**config.mk**
```make
export PLATFORM = sky130hd
export DESIGN_NAME = fir_decimator
export DESIGN_NICKNAME = d
export VERILOG_FILES = /design/src/rtl/fir_decim_pkg.sv /design/src/rtl/fir_decimator_fifo.sv /design/src/rtl/fir_decimator.sv
export SDC_FILE = /design/constraint.sdc
export NUM_CORES = 1
export LEC_CHECK = 0
export CAP_MARGIN = 20
export CORE_MARGIN = 2
export CORE_UTILIZATION = 63
export DETAILED_ROUTE_END_ITERATION = 16
export PLACE_DENSITY_LB_ADDON = 0.2
export SYNTH_ARGS = -nofsm -noshare
export SYNTH_HDL_FRONTEND = slang
export SYNTH_SLANG_ARGS = --single-unit
```
**constraint.sdc**
```tcl
create_clock -name clk -period 6.8 [get_ports clk]
set_input_delay 1.36 -clock clk [delete_from_list [all_inputs] [get_ports clk]]
set_output_delay 1.36 -clock clk [all_outputs]
set_load 0.01 [all_outputs]
```
**src/rtl/fir_decim_pkg.sv**
```systemverilog
// Shared constants and sample/accumulator types for the FIR decimator slice.
// The default sample width matches the FIR output_signal_y width.
package fir_decim_pkg;
  localparam int DEF_WIDTH      = 16;
  localparam int DEF_DECIM      = 4;
  localparam int DEF_FIFO_DEPTH = 8;
  localparam int DECIM_LOG2     = $clog2(DEF_DECIM);
  localparam int FIFO_AW        = $clog2(DEF_FIFO_DEPTH);

  typedef logic signed [DEF_WIDTH-1:0]            sample_t;
  typedef logic signed [DEF_WIDTH+DECIM_LOG2-1:0] acc_t;
endpackage

```
**src/rtl/fir_decimator_fifo.sv**
```systemverilog
// First-word-fall-through FIFO with registered storage; head is valid while !empty.
module sample_fifo #(
  parameter int DW    = 16,
  parameter int DEPTH = 8,
  localparam int AW   = $clog2(DEPTH)
) (
  input  logic          clk,
  input  logic          reset,
  input  logic          push,
  input  logic [DW-1:0] push_data,
  input  logic          pop,
  output logic [DW-1:0] head_data,
  output logic          empty,
  output logic          full,
  output logic [AW:0]   level
);
  logic [DW-1:0] mem [DEPTH];
  logic [AW-1:0] wr_ptr, rd_ptr;
  logic          do_push, do_pop;

  assign empty   = (level == '0);
  assign full    = (level == (AW+1)'(DEPTH));
  assign do_pop  = pop & ~empty;
  // A pop frees the slot the write lands in, so push at full succeeds with pop.
  assign do_push = push & (~full | do_pop);
  assign head_data = mem[rd_ptr];

  always_ff @(posedge clk)
    if (do_push) mem[wr_ptr] <= push_data;

  always_ff @(posedge clk or negedge reset) begin
    if (!reset) begin
      wr_ptr <= '0;
      rd_ptr <= '0;
      level  <= '0;
    end else begin
      if (do_push) wr_ptr <= wr_ptr + AW'(1);
      if (do_pop)  rd_ptr <= rd_ptr + AW'(1);
      case ({do_push, do_pop})
        2'b10:   level <= level + (AW+1)'(1);
        2'b01:   level <= level - (AW+1)'(1);
        default: level <= level;
      endcase
    end
  end
endmodule

```
**src/rtl/fir_decimator.sv**
```systemverilog
// Rate reduction by DECIM (down-sample or block mean) feeding a valid/ready FIFO.
module fir_decimator
  import fir_decim_pkg::*;
#(
  parameter int width      = DEF_WIDTH,
  parameter int DECIM      = DEF_DECIM,
  parameter int AVERAGE    = 0,
  parameter int FIFO_DEPTH = DEF_FIFO_DEPTH
) (
  input  logic                          clk,
  input  logic                          reset,
  input  logic signed [width-1:0]       sample_in,
  input  logic                          sample_valid,
  output logic signed [width-1:0]       out_data,
  output logic                          out_valid,
  input  logic                          out_ready,
  output logic [$clog2(FIFO_DEPTH):0]   fill_level,
  output logic                          overflow,
  input  logic                          overflow_clr
);
  localparam int DL2 = $clog2(DECIM);
  typedef logic signed [width+DL2-1:0] sum_t;

  logic [DL2-1:0]   phase;
  sum_t             acc, sum_next, mean;
  logic             first, last, push, pop, empty, full;
  logic [width-1:0] push_data, head_data, hold;

  assign first    = (phase == '0);
  assign last     = (phase == DL2'(DECIM-1));
  assign sum_next = acc + sum_t'(sample_in);
  // Arithmetic shift floors toward -inf; the mean always fits in width bits.
  assign mean     = sum_next >>> DL2;

  assign push      = sample_valid & ((AVERAGE != 0) ? last : first);
  assign push_data = (AVERAGE != 0) ? mean[width-1:0] : sample_in;
  assign out_valid = ~empty;
  assign pop       = out_valid & out_ready;
  assign out_data  = empty ? hold : head_data;

  always_ff @(posedge clk or negedge reset) begin
    if (!reset) begin
      phase    <= '0;
      acc      <= '0;
      hold     <= '0;
      overflow <= 1'b0;
    end else begin
      if (sample_valid) begin
        phase <= last ? '0 : phase + DL2'(1);
        acc   <= first ? sum_t'(sample_in) : sum_next;
      end
      // Keeps out_data steady on the last popped value once the FIFO runs dry.
      if (pop) hold <= head_data;
      if (push & full & ~pop) overflow <= 1'b1;
      else if (overflow_clr)  overflow <= 1'b0;
    end
  end

  sample_fifo #(.DW(width), .DEPTH(FIFO_DEPTH)) u_fifo (
    .clk       (clk),
    .reset     (reset),
    .push      (push),
    .push_data (push_data),
    .pop       (pop),
    .head_data (head_data),
    .empty     (empty),
    .full      (full),
    .level     (fill_level)
  );
endmodule
```
* Word level (Yosys, flattened, before mapping) *
Memories as Yosys holds them, arrays and structs flattened.
Index checks and enable logic that the tools add are counted.
W data, S select, Z words.

storage, ports and cells
  memories = 1
  flip-flop bits (word level) = 29
  bits in latches = 0
  word-level logic and storage cells = 37
  bits of input ports = 21
  RAM bits = 128
  output and inout port bits = 22
  memory bits (read-only) = 0

memory list
  memory      depth  bits a word  read ports  clocked after Yosys merged registers in  wr ports  RTL line                  source
  u_fifo.mem  8      16           1           0                                        1         fir_decimator_fifo.sv:17  logic [DW-1:0] mem [DEPTH];

operators by class
  equal/unequal tests = 4
  reductions and logical operators = 4
  multipliers = 0
  bitwise logic cells = 10
  shifts and indexed selects = 0
  divide/modulo/power cells = 0
  add/subtract/negate cells = 5
  mux-type cells = 7
  order comparisons = 0

operator list
  operator               count
  $mux W16               1
  $pmux W4 S2            1
  $add A3 B1 Y3 const B  2
  $and A1 B1 Y1          6
  $add A4 B1 Y4 const B  1
  $eq A2 B2 Y1 const B   2
  $eq A4 B4 Y1 const B   1
  $logic_not A4 Y1       1
  $mux W1                4
  $reduce_bool A2 Y1     2
  $sub A4 B1 Y4 const B  1
  $not A1 Y1             3
  $add A2 B1 Y2 const B  1
  $eq A2 B1 Y1 const B   1
  $logic_not A2 Y1       1
  $mux W2                1
  $or A1 B1 Y1           1

* Longest topological paths before layout *
  depth in word-level cells = 8
  depth in mapped cells = 12
  depth with buffers taken out = 11

* By module *
From an unflattened synthesis, not the netlist that was laid out.

second synthesis, totals
  cells, all modules = 340
  area total of the unflattened synthesis = 6538.8 sq um

modules (own cells, without submodules)
  module         cells an instance  times used  area each (sq um)
  sample_fifo    271                1           5534.1
  fir_decimator  69                 1           1004.7

* Least setup slack after synthesis *
Ideal clock, no wire load.

  path type = input port to flip-flop
  start point = input out_ready
  end point = memory u_fifo.mem[2][0], enable pin
  arrival time = 3.203 ns
  slack = 3.166 ns
  path buffers = 0
  required time = 6.370 ns
  stages = 4
  cell sequence = inv_1 nand3_1 nand2_1 nor4_1

between the ends
  cells in the longest elaborated chain, start to end = 6

ends and longest elaborated chain
  item                           RTL line                  source
  start: declaration             fir_decimator.sv:16       input logic out_ready,
  $and A1 B1 Y1                  fir_decimator.sv:38       assign pop = out_valid & out_ready;
  $and A1 B1 Y1                  fir_decimator_fifo.sv:23  assign do_pop = pop & ~empty;
  $or A1 B1 Y1                   fir_decimator_fifo.sv:25  assign do_push = push & (~full | do_pop);
  $and A1 B1 Y1                  fir_decimator_fifo.sv:25
  $mux W1                        fir_decimator_fifo.sv:29  if (do_push) mem[wr_ptr] <= push_data;
  $mux W1 (not written as such)  fir_decimator_fifo.sv:29
  end: declaration               fir_decimator_fifo.sv:17

Every way passes these cells.

* Worst setup path in the final report *
  start point = register u_fifo.rd_ptr[0]
  end point = output out_data[0]

between the ends
  cells in the longest elaborated chain, start to end = 2

ends and longest elaborated chain
  item                      RTL line                  source
  start: declaration        fir_decimator_fifo.sv:18  logic [AW-1:0] wr_ptr, rd_ptr;
  start signal: assignment  fir_decimator_fifo.sv:38  if (do_pop) rd_ptr <= rd_ptr + AW'(1);
  $mem_v2 Z8 W16            n/a
  $mux W16                  fir_decimator.sv:39       assign out_data = empty ? hold : head_data;
  end: declaration          fir_decimator.sv:14       output logic signed [width-1:0] out_data,

Every way passes these cells.

==> impl_metrics.toml <==
[detailed_routing]
drc = 0
drtPass1Iterations = 4
drt_iter0_markers = 289
detail_route.wl_per_cell_um = 21.3
ant_nets = 0
wl_um = 12900
via_per_inst = 5.96
via_count = 3606

[sta]
clock.fmax_mhz = 204
holdWs_ns = 0.490
tightestPinTransition_ns = 1.11
setup-tns-final_ns = 0
timing.max_slew.rel_slack_pct = 25.9
finalCriticalPeriod_ns = 4.91
fin_skew_ns = 0.00417
rsz0062_at_grt = "no"
min_period_over_period_pct = 72.3
hold_violations = 0
finalSetupViolCount = 0
drv_slew = 0

[yosys]
yosysMostFrequentCell = "edfxtp_1"
async_flop_share_pct = 18.5
synthMuxAreaShare_pct = 11.0
synthTopCellsByCount = "edfxtp_1 (128), nand2_1 (44), mux2i_1 (32), o21ai_1 (32), dfrtp_1 (29)"
synth-simple-area-share_pct = 4.89
synthAdderAreaFrac_pct = 1.37
yosysWarnings = 0
yosysSeqAreaShare_pct = 71.4
yosysTopAreaCell = "edfxtp_1"
syn_avg_cell_area_um2 = 15.8
yosysTopAreaCellShare_pct = 60.1
synth_cell_types = 37
synth_edf_count = 128
ys_seq_elements = 157
synth_top_family_by_area = "multiplexers"
syn_area_mm2 = 0.00640
synthTopCellsByArea = "edfxtp_1 (60%), dfrtp_1 (11%), mux2i_1 (5.0%), mux2_2 (3.3%), mux2_1 (2.6%)"
synth_cells = 406
ys.flop_type = "edfxtp_1"
synth_xor_area_share_pct = 1.23
synth_compound_area_share_pct = 7.35
synth_fp_nets = 434

[die]
die-area_mm2 = 0.0110
fp.coreArea_mm2 = 0.00982
rows = 36
start_util_pct = 65.2
die_w_um = 105
die_height_um = 105
io_pins = 43

[critical_path]
cp_data_required_time_ns = 5.44
path_max_fanout = 43
arrival_ns = 3.55
startpoint_type = "flop"
crit_path_end_kind = "output port"
crit_type = "flop to output port"

[grt]
antenna_found_initial = 0
grt_pass1_wl_um = 20300
track_usage_pct = 25.0
grt_max_degree = 44
grt_overflow = 0
first_global_vias = 3671

[power]
power.leakage_nw = 2.66
irDropWorstVdd_v = 0.000213
p_per_area_mw_per_mm2 = 443

[clock_network]
htreeDepth = 4
ctsHoldBuffers = 0
ctsResizeCount = 0
cts_setup_buffers = 0
cts_root_buf = "clkbuf_8"
cts_tree = "yes"
clock_latency_ns = 0.51
clock-sinks = 157
cts_made_buffers = 17
clk_pin_slew_ns = 0.06
clk_path_buf_depth = 2

[job]
drv_cap = 0

[layout]
drive_gt1_share_pct = 15.3
antenna_cells = 0
layout.nets = 487
area_delta_synth_final_pct = 17.6

[place]
hpwlAfterDp_um = 7340
gp_congestion = 0.781
place.port_buffers = 42

[outcome]
status = "completed"

[hold_path]
hold_class = "flop to flop"
area by class of cell:
type / instances / area, um^2
Multi-Input combinational cell: 222 / 1690
Inverter: 7 / 26.3
Clock buffer: 17 / 414
Clock inverter: 15 / 149
Tap cell: 133 / 166
Sequential cell: 157 / 4570
Fill cell: 604 / 2290
Timing Repair Buffer: 54 / 510
critical path, stage by stage (launching register included):
cell,delay (ns)
dfrtp_2,1.10
buf_4,0.50
mux2_2,0.41
o22ai_1,0.21
a221o_1,0.24
o21ai_1,0.07
clkdlybuf4s50_1,0.49
metrics by stage:
step / setup slack, ns / instances / utilization, % / instance area, um^2 / power [mW]
after floorplan: 3.17 / 406 / - / 6400 / 2.05
after global placement: 2.51 / 573 / 70.9 / 6960 / 2.42
after detailed placement: 2.50 / 573 / 70.9 / 6960 / 2.46
after CTS: 1.86 / 605 / 76.6 / 7520 / 3.35
after global routing: 1.72 / 605 / 76.6 / 7520 / 3.49
final: 1.89 / 605 / 76.6 / 7520 / 3.34
where the power goes:
group / leakage (nW) / internal (mW) / switching [mW] / total (mW)
Sequential: 1.50 / 1.19 / 0.160 / 1.35
Combinational: 0.897 / 0.546 / 0.562 / 1.11
Clock: 0.259 / 0.519 / 0.360 / 0.879
state kept, by name, indices dropped and copies added, names as in the netlist:
| name | cells |
|---|---|
| u_fifo.mem | 128 |
| u_fifo.level | 4 |
| phase | 2 |
| u_fifo.wr_ptr | 3 |
| u_fifo.rd_ptr | 3 |
| overflow | 1 |
| hold | 16 |
final timing paths:
path,to,slack (ns),start,cells past startpoint
max,out_data[0],1.89,u_fifo.rd_ptr[0]$_DFFE_PN0P_,6
min,hold[1]$_DFFE_PN0P_,0.49,hold[1]$_DFFE_PN0P_,2
max reg2reg,u_fifo.level[2]$_DFFE_PN0P_,3.75,u_fifo.level[2]$_DFFE_PN0P_,12
min reg2reg,hold[1]$_DFFE_PN0P_,0.49,hold[1]$_DFFE_PN0P_,2
max in group asynchronous,u_fifo.rd_ptr[0]$_DFFE_PN0P_,5.27,reset,2
min in group asynchronous,phase[1]$_DFFE_PN0P_,1.23,reset,2
cell families after synthesis:
| kind of cell | Yosys count |
|---|---|
| AOI/OAI and AO/OA | 72 |
| xor gates and xnor gates | 9 |
| buffers and inverters | 27 |
| and+or+nand+nor | 68 |
| muxes | 66 |
| DFF | 157 |
| adders and majority gates | 7 |
per-layer routing:
layer | track usage, % | share of wire, % | vias to the layer above | wire [um]
li1 | - | - | 1666 | -
met1 | 33.3 | 43 | 1766 | 5520
met2 | 40.3 | 49 | 158 | 6280
met3 | 6.61 | 7.0 | 16 | 900
met4 | 8.76 | 1.4 | 0 | 178
met5 | 0 | 0 | - | 0
layout by cell type, fill, tap and decap left out, drive strengths merged, types with 16 or more instances in the layout:
cell           instances
clkbuf                17
nand2                 45
mux2i                 32
o22ai                 17
edfxtp               128
o21ai                 34
a221o                 16
clkdlybuf4s50         42
mux2                  34
dfrtp                 29
Power figures use the tool's default switching activity.
